--- src/rtl/sort_n_floats_using_fsm_pkg.sv ---
// Shared types for the N-element float bubble sorter: FSM state encoding,
// the common FP width and the compare-count helper used for latency budgeting.
package sort_fsm_pkg;

    // Shared FP datapath width (matches the comparator's operand width).
    localparam int FLEN = 64;

    typedef enum logic [1:0] {
        IDLE    = 2'd0,
        COMPARE = 2'd1,
        DONE    = 2'd2
    } sort_state_t;

    // Number of compare cycles a full bubble sort of n elements takes.
    function automatic int num_compares(input int n);
        return n * (n - 1) / 2;
    endfunction

endpackage

--- src/rtl/sort_n_floats_using_fsm_if.sv ---
// Job bundle (vector in, sorted vector out) and the bundle towards the
// shared external f_less_or_equal comparator.
interface sort_n_floats_using_fsm_if #(
    parameter int N = 4
);
    import sort_fsm_pkg::*;

    logic                      valid_in;
    logic                      descending;
    logic [0:N-1][FLEN-1:0]    unsorted;
    logic                      valid_out;
    logic [0:N-1][FLEN-1:0]    sorted;
    logic                      err;
    logic                      busy;

    modport master (
        output valid_in, descending, unsorted,
        input  valid_out, sorted, err, busy
    );

    modport slave (
        input  valid_in, descending, unsorted,
        output valid_out, sorted, err, busy
    );
endinterface

interface f_le_if;
    import sort_fsm_pkg::*;

    logic [FLEN-1:0] f_le_a;
    logic [FLEN-1:0] f_le_b;
    logic            f_le_res;
    logic            f_le_err;

    // The sorter drives operands; the comparator answers in the same cycle.
    modport master (
        output f_le_a, f_le_b,
        input  f_le_res, f_le_err
    );

    modport slave (
        input  f_le_a, f_le_b,
        output f_le_res, f_le_err
    );
endinterface

--- src/rtl/sort_n_floats_using_fsm.sv ---
// Multi-cycle bubble sort of N floats through one external comparator;
// fixed latency of N(N-1)/2 compare cycles plus one DONE cycle.
module sort_n_floats_using_fsm
    import sort_fsm_pkg::*;
#(
    parameter int N = 4
) (
    input  logic                         clk,
    input  logic                         rst,
    sort_n_floats_using_fsm_if.slave     io,
    f_le_if.master                       cmp
);

    localparam int              CW        = $clog2(N);
    localparam logic [CW-1:0]   PASS_LAST = CW'(N - 2);

    typedef logic [0:N-1][FLEN-1:0] vec_t;

    sort_state_t      state_reg, state_next;
    vec_t             data_reg, data_next;
    vec_t             sorted_reg, sorted_next;
    logic             desc_reg, desc_next;
    logic             err_acc_reg, err_acc_next;
    logic             err_reg, err_next;
    logic             valid_out_reg, valid_out_next;
    logic [CW-1:0]    pass_reg, pass_next;
    logic [CW-1:0]    j_reg, j_next;
    logic [CW-1:0]    j_inc, j_last;
    logic [FLEN-1:0]  a_val, b_val;
    logic             swap;

    assign j_inc  = j_reg + CW'(1);
    assign j_last = PASS_LAST - pass_reg;
    assign a_val  = data_reg[j_reg];
    assign b_val  = data_reg[j_inc];

    assign cmp.f_le_a = (state_reg == COMPARE) ? a_val : '0;
    assign cmp.f_le_b = (state_reg == COMPARE) ? b_val : '0;

    // An erroring compare (NaN operand) never moves the pair.
    assign swap = (state_reg == COMPARE) && !cmp.f_le_err &&
                  (desc_reg ? cmp.f_le_res : !cmp.f_le_res);

    assign io.busy      = (state_reg != IDLE);
    assign io.valid_out = valid_out_reg;
    assign io.sorted    = sorted_reg;
    assign io.err       = err_reg;

    always_comb begin
        state_next     = state_reg;
        data_next      = data_reg;
        desc_next      = desc_reg;
        err_acc_next   = err_acc_reg;
        pass_next      = pass_reg;
        j_next         = j_reg;
        sorted_next    = sorted_reg;
        err_next       = err_reg;
        valid_out_next = 1'b0;

        case (state_reg)
            IDLE: begin
                if (io.valid_in) begin
                    data_next    = io.unsorted;
                    desc_next    = io.descending;
                    err_acc_next = 1'b0;
                    pass_next    = '0;
                    j_next       = '0;
                    state_next   = COMPARE;
                end
            end

            COMPARE: begin
                if (swap) begin
                    data_next[j_reg] = b_val;
                    data_next[j_inc] = a_val;
                end
                err_acc_next = err_acc_reg | cmp.f_le_err;

                if (j_reg != j_last) begin
                    j_next = j_inc;
                end else if (pass_reg == PASS_LAST) begin
                    // Result registers load on entry to DONE so that
                    // valid_out, sorted and err are all visible in DONE.
                    state_next     = DONE;
                    sorted_next    = data_next;
                    err_next       = err_acc_next;
                    valid_out_next = 1'b1;
                end else begin
                    pass_next = pass_reg + CW'(1);
                    j_next    = '0;
                end
            end

            DONE: begin
                state_next = IDLE;
            end

            default: begin
                state_next = IDLE;
            end
        endcase
    end

    always_ff @(posedge clk) begin
        if (rst) begin
            state_reg     <= IDLE;
            data_reg      <= '0;
            desc_reg      <= 1'b0;
            err_acc_reg   <= 1'b0;
            pass_reg      <= '0;
            j_reg         <= '0;
            sorted_reg    <= '0;
            err_reg       <= 1'b0;
            valid_out_reg <= 1'b0;
        end else begin
            state_reg     <= state_next;
            data_reg      <= data_next;
            desc_reg      <= desc_next;
            err_acc_reg   <= err_acc_next;
            pass_reg      <= pass_next;
            j_reg         <= j_next;
            sorted_reg    <= sorted_next;
            err_reg       <= err_next;
            valid_out_reg <= valid_out_next;
        end
    end

endmodule

--- src/flat_wrapper.sv ---
// flat-port wrapper written by rule: the top's interface ports become plain ports
module sort_n_floats_using_fsm_flat import sort_fsm_pkg::*;
#(
    parameter int N = 4
)
  (clk, rst, io_valid_in, io_descending, io_unsorted, io_valid_out, io_sorted, io_err, io_busy, cmp_f_le_a, cmp_f_le_b, cmp_f_le_res, cmp_f_le_err);
  sort_n_floats_using_fsm_if #(.N(N)) io_i ();
  f_le_if cmp_i ();
  input  logic clk;
  input  logic rst;
  input wire logic [$bits(io_i.valid_in)-1:0] io_valid_in;
  input wire logic [$bits(io_i.descending)-1:0] io_descending;
  input wire logic [$bits(io_i.unsorted)-1:0] io_unsorted;
  output wire logic [$bits(io_i.valid_out)-1:0] io_valid_out;
  output wire logic [$bits(io_i.sorted)-1:0] io_sorted;
  output wire logic [$bits(io_i.err)-1:0] io_err;
  output wire logic [$bits(io_i.busy)-1:0] io_busy;
  output wire logic [$bits(cmp_i.f_le_a)-1:0] cmp_f_le_a;
  output wire logic [$bits(cmp_i.f_le_b)-1:0] cmp_f_le_b;
  input wire logic [$bits(cmp_i.f_le_res)-1:0] cmp_f_le_res;
  input wire logic [$bits(cmp_i.f_le_err)-1:0] cmp_f_le_err;
  assign io_i.valid_in = io_valid_in;
  assign io_i.descending = io_descending;
  assign io_i.unsorted = io_unsorted;
  assign io_valid_out = io_i.valid_out;
  assign io_sorted = io_i.sorted;
  assign io_err = io_i.err;
  assign io_busy = io_i.busy;
  assign cmp_f_le_a = cmp_i.f_le_a;
  assign cmp_f_le_b = cmp_i.f_le_b;
  assign cmp_i.f_le_res = cmp_f_le_res;
  assign cmp_i.f_le_err = cmp_f_le_err;
  sort_n_floats_using_fsm #(.N(N)) u_core (.clk(clk), .rst(rst), .io(io_i), .cmp(cmp_i));
endmodule
--- config.mk ---
export PLATFORM = sky130hd
export DESIGN_NAME = sort_n_floats_using_fsm_flat
export DESIGN_NICKNAME = d
export VERILOG_FILES = /design/src/rtl/sort_n_floats_using_fsm_pkg.sv /design/src/rtl/sort_n_floats_using_fsm_if.sv /design/src/rtl/sort_n_floats_using_fsm.sv /design/src/flat_wrapper.sv
export SDC_FILE = /design/constraint.sdc
export NUM_CORES = 2
export LEC_CHECK = 0
export CAP_MARGIN = 20
export CELL_PAD_IN_SITES_DETAIL_PLACEMENT = 1
export CELL_PAD_IN_SITES_GLOBAL_PLACEMENT = 1
export CORE_MARGIN = 2
export CORE_UTILIZATION = 42
export DETAILED_ROUTE_END_ITERATION = 16
export PLACE_DENSITY = 0.84
export SYNTH_ARGS = -nofsm -noshare
export SYNTH_HDL_FRONTEND = slang
export SYNTH_SLANG_ARGS = --single-unit
--- constraint.sdc ---
create_clock -name clk -period 8.1 [get_ports clk]
set_input_delay 1.62 -clock clk [delete_from_list [all_inputs] [get_ports clk]]
set_output_delay 1.62 -clock clk [all_outputs]
set_load 0.02 [all_outputs]
==> impl_metrics.csv <==
group,metric,value,unit
clock_tree,insertion_delay_of_the_later_clocked_pin_in_the_worst_skew_pair,0.67,ns
sta,final.setup_skew,0.0361,ns
drt,drt-pass1-iter-count,12,
global_route,grt_pass1_vias,35600,
cells_and_area,syn2layout_area_growth,27.9,%
placed_design,place.gp.congestion,0.980,
sta,achievable-frequency,157,MHz
setup_path,crit-reg2reg-capture,"u_core.io.sorted[138]",
sta,fin_tns_setup,0,ns
sta,worst_hold_slack,0.460,ns
placed_design,placedCellCount,4929,
power_and_ir_drop,total_power_after_layout,7.38,mW
global_route,grt_first_pass_wirelength,252000,microns
clock_tree,tritoncts,"done",
cells_and_area,final_layout_size_suffix_gt1_share,12.5,%
logic_synthesis,synth_edf_count,0,
cells_and_area,final_util,54.4,%
sta,setup_repair_after_global_routing_missed_its_margin,"false",
sta,post-route-min-period,6.36,ns
drt,drt_iter0_markers,4672,
power_and_ir_drop,internal_power,5.00,mW
setup_path,worstSetupPathType,"reg2out",
clock_tree,clk_pin_slew,0.06,ns
min_path,hold_path_class,"reg2reg",
clock_tree,post_cts.repair.setup_buffers,0,
sta,final_max_slew_viol_count,0,
logic_synthesis,postSynth.asyncResetShare,0,%
logic_synthesis,postSynthRegisterBits,522,
setup_path,cp.arrival,4.74,ns
setup_path,worst_setup_path_endpoint,"cmp_f_le_b[43]",
sta,timing_worst_slew_pin_value,1.16,ns
placed_design,dpl_cell_area,38300,sq um
setup_path,reg2reg_from,"u_core.j_reg[0]",
die,boundaryPins,649,
die,core.rowCount,100,
power_and_ir_drop,switchingPower,2.38,mW
placed_design,dp_worst_setup_slack,2.64,ns
setup_path,end_kind,"output port",
power_and_ir_drop,power.sequential.fraction,38.4,%
drt,drt_drc_violations_left,0,
setup_path,crit_path_max_fanout,85,
clock_tree,cts.sink_count,522,
power_and_ir_drop,share_of_total_power_in_the_clock_network,40.2,%
die,core,74600,sq um
power_and_ir_drop,power.density_cell_area,182,nW/um^2
logic_synthesis,synth.area.top_cells,"dfxtp_1 33%, o21ai_0 6.5%, mux4_2 5.5%",
drt,drt-total-wl,176000,microns
setup_path,cp-start-kind,"register",
setup_path,worst-endpoint-required,6.48,ns
global_route,grt_start_max_net_pins,158,
logic_synthesis,syn-mean-instance-area,8.64,sq um
die,die_w,279,microns
sta,timing.final.ws_setup,1.74,ns
placed_design,post-dp-hpwl,118000,microns
logic_synthesis,synth_flop_cell,"dfxtp_1",
placed_design,port-buffer-count,648,
drt,wl_per_cell,34.5,microns
setup_path,r2r_cells,9,
setup_path,cp_num_cells,7,
global_route,grt_overflow,0,
logic_synthesis,mappedNetlistArea,31700,sq um
clock_tree,cts_root_buffer,"clkbuf_16",
run_status,status,"complete, no violations",
global_route,antenna_found_initial,56,
setup_path,cells_along_the_critical_path,"inv_1 > ha_4 > buf_12 > mux2_2 > nor2_1 > a211oi_1 > clkdlybuf4s50_1",
global_route,track_usage,43.3,%
setup_path,reg2reg_setup_slack,3.28,ns
logic_synthesis,synth_top_area_share,33.0,%
job,maxCapViolations,0,
sta,rel_slew_slack,22.9,%
clock_tree,numCtsBuffers,61,
sta,timing.final.hold_violations,0,
power_and_ir_drop,peakVddDrop,0.000206,V
logic_synthesis,synthCells,3666,
logic_synthesis,synth_top_area_cell,"dfxtp_1",
drt,antenna_left,0,
setup_path,timing.critical_path.slowest_stage_cell,"ha_4",
setup_path,path_buf_inv,3,
cells_and_area,finish.instance_area,40500,sq um
cells_and_area,final_cell_count_no_fill,5092,
setup_path,cp_top_family,"buffers and inverters",
logic_synthesis,synth.distinct_cells,77,
power_and_ir_drop,leakagePower,13.8,nW
logic_synthesis,synth.yosys.seq_area_share,33.0,%
drt,routed_via_density,7.06,
logic_synthesis,yosysWarningCount,0,
clock_tree,holdBufCountCts,0,
power_and_ir_drop,power_switching_share,32.2,%
clock_tree,htree_num_levels,2,
die,initial_utilization,42.5,%
power_and_ir_drop,pwr-share-comb,21.4,%
logic_synthesis,synth.net_count,3937,
drt,vias,36000,
clock_tree,cts_buffer_depth,3,
setup_path,worst_path_largest_cell_delay,0.76,ns
clock_tree,post_cts_resize_count,0,
sta,finalSetupViolCount,0,
die,dieArea,77700,sq um
cells_and_area,nets,4294,
cells_and_area,num-fill-cells,8575,
sta,timing.final.crit_share,78.6,%
die,floorplan.die.height,279,microns
setup_path,crit_start,"u_core.j_reg[1]",
## layer usage
| metal | track usage [%] | wire, microns | vias up |
|---|---|---|---|
| li1 | - | - | 14900 |
| met1 | 49.5 | 61600 | 17900 |
| met2 | 67.7 | 78900 | 2534 |
| met3 | 9.94 | 17400 | 646 |
| met4 | 39.1 | 17600 | 10 |
| met5 | 0 | 67 | - |
## worst min-delay path, cell delays in order (launching register included)
cell     delay [ns]
dfxtp_1        0.31
nand2_1        0.05
a21oi_1        0.05
## cell families (layout without fill, tap and decap cells)
family,count (synthesis),count (layout),synth area share (%)
simple gates,660,660,10.2
buf+inv,480,887,6.75
mux,259,259,11.6
xor+xnor,6,6,0.213
compound gates,1730,1730,37.8
other cells,0,50,0
fa+ha+maj,9,9,0.355
flops,522,522,33.0
## power by group through the flow
stage	logic (mW)	registers [mW]	clock network, mW
global placement	1.49	2.87	0
detailed placement	1.52	2.88	0
floorplan	0.972	2.81	0
finish	1.58	2.84	2.97
CTS	1.53	2.82	2.97
global route	1.65	2.84	3.07
## placed cells by master, fill, tap and decap left out, types with 96 or more instances in the layout
cell type        Yosys  final
a21oi_1            291    291
a22o_1             143    143
a31oi_1            152    152
and2_1              96     96
clkdlybuf4s50_1      0    647
dfxtp_1            522    520
mux2_2             104    104
nand2_1            180    180
nor2_1             193    191
o21ai_0            411    411
o21ai_1            139    139
## synthesized netlist by cell type (19+ instances only)
library cell,instances
buf_1,28
o21ai_0,411
nor2_1,193
mux2i_1,76
o221a_2,42
o32a_1,31
a211oi_1,34
a221oi_2,70
inv_1,60
o211ai_1,29
mux2_2,104
a22o_1,143
mux4_2,77
a32oi_1,35
and3b_1,23
o221ai_1,30
o21ai_1,139
dfxtp_1,522
buf_2,83
nand2b_1,77
nor3_1,22
a31oi_1,152
a22oi_1,51
clkbuf_1,269
nand2_1,180
o22ai_1,49
o21a_1,43
a221oi_1,84
nand3_1,19
and2_1,96
a21oi_1,291
## worst min path at each step
stage	start	end	slack, ns	cells past startpoint
after floorplan	u_core.data_reg[113]	u_core.data_reg[113]	0.45	2
after global placement	u_core.io.sorted[3]	u_core.io.sorted[3]	0.45	2
after detailed placement	u_core.io.sorted[62]	u_core.io.sorted[62]	0.45	2
after CTS	u_core.io.sorted[1]	u_core.io.sorted[1]	0.47	2
after global routing	u_core.io.sorted[62]	u_core.io.sorted[62]	0.48	2
final	u_core.io.sorted[46]	u_core.io.sorted[46]	0.46	2
## cell type report
type,instances,area (sq um),share of cell area (%)
repair buffers,711,7060,17.4
clock inverters,22,256,0.633
diodes,50,125,0.309
multi-input cells,2664,19400,47.7
clock buffers,91,1830,4.52
well taps,969,1210,2.99
inverters,63,244,0.602
flip-flops and latches,522,10500,25.8
Power figures use the tool's default switching activity.
